--- config.mk ---
export PLATFORM = sky130hd
export DESIGN_NAME = vga_sync_gen
export DESIGN_NICKNAME = d
export VERILOG_FILES = /design/src/rtl/vga_timing_pkg.sv /design/src/rtl/pixel_tick_gen.sv /design/src/rtl/vga_sync_gen.sv
export SDC_FILE = /design/constraint.sdc
export NUM_CORES = 1
export LEC_CHECK = 0
export ABC_AREA = 1
export CAP_MARGIN = 5
export CORE_ASPECT_RATIO = 2
export CORE_MARGIN = 2
export CORE_UTILIZATION = 35
export CTS_CLUSTER_DIAMETER = 150
export DETAILED_ROUTE_END_ITERATION = 12
export DONT_BUFFER_PORTS = 1
export HOLD_SLACK_MARGIN = 0.15
export PLACE_DENSITY = 0.5
export SLEW_MARGIN = 20
export SYNTH_ARGS = -nofsm -noshare
export SYNTH_HDL_FRONTEND = slang
export SYNTH_SLANG_ARGS = --single-unit
--- constraint.sdc ---
create_clock -name clk -period 1.8 [get_ports clk]
set_input_delay 0.45 -clock clk [delete_from_list [all_inputs] [get_ports clk]]
set_output_delay 0.45 -clock clk [all_outputs]
set_load 0.005 [all_outputs]
--- src/rtl/vga_timing_pkg.sv ---
// vga_timing: shared 640x480@60 timing constants for the sync generator,
// pixel pipelines and game logic. Totals are derived from the segments.
package vga_timing;

   localparam int unsigned CNT_W   = 10;

   localparam int unsigned H_DISP  = 640;
   localparam int unsigned H_FP    = 16;
   localparam int unsigned H_SYNC  = 96;
   localparam int unsigned H_BP    = 48;
   localparam int unsigned H_TOTAL = H_DISP + H_FP + H_SYNC + H_BP;

   localparam int unsigned V_DISP  = 480;
   localparam int unsigned V_FP    = 10;
   localparam int unsigned V_SYNC  = 2;
   localparam int unsigned V_BP    = 33;
   localparam int unsigned V_TOTAL = V_DISP + V_FP + V_SYNC + V_BP;

endpackage

--- src/rtl/pixel_tick_gen.sv ---
// pixel_tick_gen: clock-enable divider. A count runs 0..DIV-1 every clk;
// p_tick is high in exactly the clk where the count equals DIV-1.
// Ports: clk (system clock), reset (sync, active-low), p_tick (enable pulse).
module pixel_tick_gen #(
   parameter int unsigned DIV = 4
) (
   input  logic clk,
   input  logic reset,
   output logic p_tick
);

   localparam int unsigned CW = (DIV > 1) ? $clog2(DIV) : 1;

   logic [CW-1:0] cnt;
   logic [CW-1:0] cnt_n;

   // next divider count with wrap at DIV-1
   always_comb begin
      cnt_n = cnt + CW'(1);
      if (cnt == CW'(DIV - 1)) begin
         cnt_n = '0;
      end
   end

   // p_tick registered from the next count so it tracks cnt == DIV-1
   always_ff @(posedge clk) begin
      if (!reset) begin
         cnt    <= '0;
         p_tick <= 1'b0;
      end else begin
         cnt    <= cnt_n;
         p_tick <= (cnt_n == CW'(DIV - 1));
      end
   end

endmodule

--- src/rtl/vga_sync_gen.sv ---
// vga_sync_gen: VGA raster counters and sync generation driven by a pixel
// clock enable (no derived clocks).
// Ports: clk, reset (sync, active-low); hsync/vsync (active-low, registered);
// video_on (visible area, registered); pixel_x/pixel_y (current position);
// p_tick (pixel advance enable); f_tick (one-clk strobe on wrap to (0,0)).
// Porch/sync widths default to the shared vga_timing constants.
module vga_sync_gen #(
   parameter int unsigned DIV    = 4,
   parameter int unsigned H_DISP = vga_timing::H_DISP,
   parameter int unsigned V_DISP = vga_timing::V_DISP,
   parameter int unsigned H_FP   = vga_timing::H_FP,
   parameter int unsigned H_SYNC = vga_timing::H_SYNC,
   parameter int unsigned H_BP   = vga_timing::H_BP,
   parameter int unsigned V_FP   = vga_timing::V_FP,
   parameter int unsigned V_SYNC = vga_timing::V_SYNC,
   parameter int unsigned V_BP   = vga_timing::V_BP
) (
   input  logic       clk,
   input  logic       reset,
   output logic       hsync,
   output logic       vsync,
   output logic       video_on,
   output logic [9:0] pixel_x,
   output logic [9:0] pixel_y,
   output logic       p_tick,
   output logic       f_tick
);

   localparam int unsigned CW       = vga_timing::CNT_W;
   localparam int unsigned H_TOT    = H_DISP + H_FP + H_SYNC + H_BP;
   localparam int unsigned V_TOT    = V_DISP + V_FP + V_SYNC + V_BP;
   localparam int unsigned HS_START = H_DISP + H_FP;
   localparam int unsigned HS_END   = HS_START + H_SYNC;
   localparam int unsigned VS_START = V_DISP + V_FP;
   localparam int unsigned VS_END   = VS_START + V_SYNC;

   logic [CW-1:0] x_n;
   logic [CW-1:0] y_n;
   logic          wrap;

   pixel_tick_gen #(
      .DIV (DIV)
   ) u_tick (
      .clk    (clk),
      .reset  (reset),
      .p_tick (p_tick)
   );

   // next raster position; advances only on a pixel tick
   always_comb begin
      x_n  = pixel_x;
      y_n  = pixel_y;
      wrap = 1'b0;
      if (p_tick) begin
         if (pixel_x == CW'(H_TOT - 1)) begin
            x_n = '0;
            if (pixel_y == CW'(V_TOT - 1)) begin
               y_n  = '0;
               wrap = 1'b1;
            end else begin
               y_n = pixel_y + CW'(1);
            end
         end else begin
            x_n = pixel_x + CW'(1);
         end
      end
   end

   // counters plus sync/video flags decoded from the next position, updated
   // only on tick edges so video_on stays low at (0,0) until the first advance
   always_ff @(posedge clk) begin
      if (!reset) begin
         pixel_x  <= '0;
         pixel_y  <= '0;
         hsync    <= 1'b1;
         vsync    <= 1'b1;
         video_on <= 1'b0;
         f_tick   <= 1'b0;
      end else begin
         pixel_x <= x_n;
         pixel_y <= y_n;
         f_tick  <= wrap;
         if (p_tick) begin
            hsync    <= !((x_n >= CW'(HS_START)) && (x_n < CW'(HS_END)));
            vsync    <= !((y_n >= CW'(VS_START)) && (y_n < CW'(VS_END)));
            video_on <= (x_n < CW'(H_DISP)) && (y_n < CW'(V_DISP));
         end
      end
   end

endmodule

# Word level (Yosys, flattened, before mapping)
# Index checks and enable logic that the tools add are counted.
[word_totals]
regBits = 27
inputBits = 2
out_inout_bits = 25
wordCells = 34
[classes]
n_addsub = 3
n_lt_le_gt_ge = 6
eq_ne = 4
muxes = 7
reduce_logical = 6
[op_table]
columns = ["op", "count"]
rows = [
  ["10-bit two-way mux", 5],
  ["10-bit by 1-bit adder with 10-bit output (second input constant)", 2],
  ["10-bit == test (second input constant)", 2],
  ["10-bit < comparator (second input constant)", 2],
  ["10-bit by 9-bit < comparator with 1-bit output (second input constant)", 2],
  ["10-bit greater-or-equal comparator (second input constant)", 1],
  ["10-bit by 9-bit greater-or-equal comparator with 1-bit output (second input constant)", 1],
  ["2-bit == test (second input constant)", 2],
  ["1-bit logical AND", 3],
  ["3-bit AND reduction", 1],
  ["2-bit by 1-bit adder with 2-bit output (second input constant)", 1],
  ["1-bit logical NOT", 2],
  ["2-bit two-way mux", 1],
  ["1-bit two-way mux", 1],
]

# Longest topological paths before layout
[logic_depth]
depth_word = 7
ltp_mapped = 15
ltp_nobuf = 15

# By module
# Synthesis repeated with hierarchy kept, for this count alone.
[hier_totals]
hier_cells = 232
area_unflattened_um2 = 1527.7
[by_module_without_submodules]
columns = ["module", "instances", "cells_each", "area_per_inst_um2", "seq_area_each_um2"]
rows = [
  ["vga_sync_gen", 1, 219, 1412.6, 480.5],
  ["pixel_tick_gen", 1, 13, 115.1, 60.1],
]

# Least setup slack after synthesis
# Ideal clock, no wire load.
[synth_path]
kind = "reg-to-reg"
start = "register pixel_x[1]"
end = "register vsync"
setup_time_ps = 115
t_arrival_ps = 1536
required_time_ps = 1685
setup_slack_ps = 149
path_stages_with_launch = 15
n_path_buf = 0
period_less_slack_ps = 1651
cell_sequence = "dfxtp_1 -> ha_1 -> inv_1 -> nor2_2 -> nand2_1 -> nor2_2 -> nand3_1 -> nand2_1 -> nand2_1 -> nor2_2 -> nand2_1 -> nor2_1 -> nand2_1 -> nand2_1 -> nand2_1"
[synth_between]
elab_chain_len = 6
word_cells_on_any_way = 7
cone_classes = "2 x order compare; 1 x eq/ne; 2 x mux; 2 x reduce/logical"
[synth_rtl]
columns = ["item", "line_no", "text"]
rows = [
  ["from (decl)", "vga_sync_gen.sv:23", "output logic [9:0] pixel_x,"],
  ["from (signal assigned)", "vga_sync_gen.sv:80", "pixel_x <= x_n;"],
  ["10-bit == test *", "vga_sync_gen.sv:55", "if (pixel_x == CW'(H_TOT - 1)) begin"],
  ["10-bit two-way mux *", "vga_sync_gen.sv:55", ""],
  ["10-bit two-way mux *", "vga_sync_gen.sv:54", "if (p_tick) begin"],
  ["10-bit by 9-bit greater-or-equal comparator with 1-bit output / 10-bit by 9-bit < comparator with 1-bit output (equally long branches)", "vga_sync_gen.sv:85", "vsync <= !((y_n >= CW'(VS_START)) && (y_n < CW'(VS_END)));"],
  ["1-bit logical AND *", "vga_sync_gen.sv:85", ""],
  ["1-bit logical NOT *", "vga_sync_gen.sv:85", ""],
  ["to (signal assigned)", "vga_sync_gen.sv:85", ""],
  ["to (decl)", "vga_sync_gen.sv:21", "output logic vsync,"],
]
# Every way passes the cells marked *; elsewhere a longest branch is shown, timed or not.
# A chain may end at the register's enable or synchronous reset.

# Worst setup path after layout
# Ends and elaborated chain as after synthesis.

==> impl_metrics.tcl <==
set metrics [dict create \
    outcome "finished, final reports clean" \
    required_ns 1.99 \
    netlist_top_cells_area "dfxtp_1 34%, nand2_1 16%, nor2_1 7.1%, inv_1 6.4%, nand3_1 6.0%" \
    ioPinCount 27 \
    yosys.area_share.adder_pct 3.95 \
    root_buffer "clkbuf_8" \
    gp_congestion 0.812 \
    drtPass1Iterations 4 \
    synth_top_family_by_area "simple AND/OR/NAND/NOR gates" \
    finalHoldViolCount 0 \
    yosysWarnings 0 \
    rsz0062_at_grt "true" \
    die_x_um 51.6 \
    yosysSeqAreaShare_pct 34.2 \
    synthSimpleGateAreaFrac_pct 45.2 \
    start_util_pct 36.5 \
    ant_nets 0 \
    power_density_nw_per_um2 486 \
    via_count 1685 \
    slew-limit-headroom_pct 78.0 \
    grt_usage_pct 20.7 \
    setup_viol 0 \
    setup_tns_ns 0 \
    nets 298 \
    avgSynthCellArea_um2 6.57 \
    synthXorXnorAreaFrac_pct 0.553 \
    synth_nets 248 \
    yosys_register_bits 27 \
    hold_ws_ns 0.252 \
    io_buffers 0 \
    cts.sink_count 27 \
    core_um2 4340 \
    h-tree-depth 1 \
    fin_util_pct 49.9 \
    gr-total-overflow 0 \
    synth_top_area_cell "dfxtp_1" \
    worst_slew_pin_slew_ns 0.329 \
    start_kind "flop" \
    r2r_slack_ns 0.1 \
    fin_skew_ns 0.00428 \
    grt_pass1_wl_um 8000 \
    hp-class "input pin to flop" \
    cap_violations 0 \
    dp_hpwl_um 3670 \
    diodes 0 \
    clock_latency_ns 0.29 \
    p_leak_nw 0.903 \
    row_count 34 \
    viasPerCell 4.90 \
    grt_pass1_vias 1712 \
    dieHeight_um 99.1 \
    cp_max_fo 8 \
    drc 0 \
    irDropWorstVdd_v 0.000424 \
    synthMuxAreaShare_pct 0 \
    yosysTopAreaCellShare_pct 34.2 \
    grt_max_degree 27 \
    crit_type "flop to flop" \
    clkTransAtPathRegs_ns 0.11 \
    yosysUniqueCellTypes 34 \
    antenna_found_initial 0 \
    cts_hold_buf 0 \
    clock.fmax_mhz 588 \
    drtIter0Drc 21 \
    synth_compound_area_share_pct 6.72 \
    wl_per_cell_um 14.1 \
    clk_path_buf_depth 2 \
    end_kind "flop" \
    routed_wl_um 4830 \
    area_delta_synth_final_pct 36.9 \
    post-route-period-util_pct 94.5 \
    netlist_instances 241 \
    period_needed_ns 1.70 \
    die_area_um2 5110 \
    drive_gt1_share_pct 33.1 \
    slew_viol_final 0 \
    cts_tree "yes" \
    cts_buffers 3 \
    fillers 477 \
    synth_area_um2 1580 \
    cp_data_arrival_time_ns 1.89 \
]
worst paths after layout:
| kind | startpoint | cells after the start | to |
|---|---|---|---|
| worst min register to register | u_tick.cnt[0] | 1 | u_tick.cnt[0] |
| worst max register to register | pixel_x[1] | 11 | vsync |
| worst max-delay path | pixel_x[1] | 11 | vsync |
| worst min-delay path | reset | 2 | u_tick.p_tick |
cell families after synthesis:
logic type | Yosys count
xor gates and xnor gates | 1
buffers and inverters | 36
adders and majority gates | 5
and+or+nand+nor | 154
AOI/OAI and AO/OA | 18
DFF | 27
cell type report:
cell class                      instances  area [µm²]  share of cell area [%]
Clock buffer                            3        41.3                    1.91
Inverter                               31         121                    5.60
Timing Repair Buffer                   50         375                    17.3
Clock inverter                          1        7.51                   0.346
Sequential cell                        27         552                    25.5
Tap cell                               54        67.6                    3.12
Multi-Input combinational cell        178        1000                    46.2
worst max-delay path: stages, from the launching register on:
cell	delay, ns
dfxtp_2	0.37
ha_4	0.16
nand3_4	0.09
nor2_4	0.19
nand2_4	0.14
buf_4	0.18
o21ai_2	0.14
nand3_1	0.10
nor2_1	0.10
nand2_1	0.05
nand2_1	0.05
nand2_1	0.04
layer usage:
metal,wire length [µm],GRT usage (%),up-vias,share of wire [%]
li1,-,-,871,-
met5,0,0,-,0
met3,131,2.70,10,2.7
met4,149,10.9,0,3.1
met1,1830,20.4,778,38
met2,2720,39.3,26,56
what timing repair did:
item / 4_1_cts / 5_1_grt
hold endpoints to repair: 0 / 0
gates resized for setup: 5 / 26
setup buffers: 3 / 6
pin swaps: 1 / 18
endpoints found under the setup margin: 2 / 3
gates cloned: 0 / 0
registers in the layout, indices dropped and copies added, names as in the netlist:
register       cells
vsync              1
hsync              1
f_tick             1
pixel_x           10
u_tick.p_tick      1
u_tick.cnt         2
pixel_y           10
video_on           1
where the power goes:
part | total [mW] | switching [mW] | internal [mW] | leakage (nW)
logic | 0.0537 | 0.0335 | 0.0202 | 0.660
registers | 0.619 | 0.0114 | 0.608 | 0.222
clock network | 0.381 | 0.223 | 0.158 | 0.0217
Yosys cell counts (all sizes together):
cell type	number
or2	1
nor3b	1
inv	28
nand3	21
a41oi	1
o21ai	4
o211ai	1
xor2	1
nor2	40
clkinv	3
or3	1
a31oi	1
nand2	70
clkbuf	2
nand4	10
a21oi	9
dfxtp	27
buf	3
nor3	10
a211oi	1
ha	5
o21bai	1
stage by stage:
stage | instances | setup WS (ns) | power, mW | instance area, µm²
floorplan | 241 | 0.149 | 0.668 | 1580
global placement | 331 | -0.0750 | 0.687 | 1930
detailed placement | 331 | -0.0746 | 0.688 | 1930
CTS | 338 | 0.00547 | 1.06 | 2010
global route | 344 | -0.0720 | 1.09 | 2170
finish | 344 | 0.0984 | 1.05 | 2170
layout by cell type (no fill, tap or decap), types with 2 or more instances in the layout:
master,Yosys,routed
dfxtp_2,0,3
nand3_1,19,15
nand3_4,0,2
nand2_4,1,2
ha_1,5,3
ha_4,0,2
nand4_1,10,10
nand2_2,3,4
nand2_1,66,64
nor2_2,9,10
nor3_1,8,7
buf_4,1,50
clkinv_1,2,2
nand3_2,2,4
nor3_2,2,3
dfxtp_4,0,2
a21oi_2,0,2
nor2_1,30,27
nor2_4,1,3
o21ai_2,1,2
dfxtp_1,27,22
clkbuf_8,0,3
a21oi_1,9,7
inv_1,27,27
No activity file was read; power rests on OpenSTA's default activity.
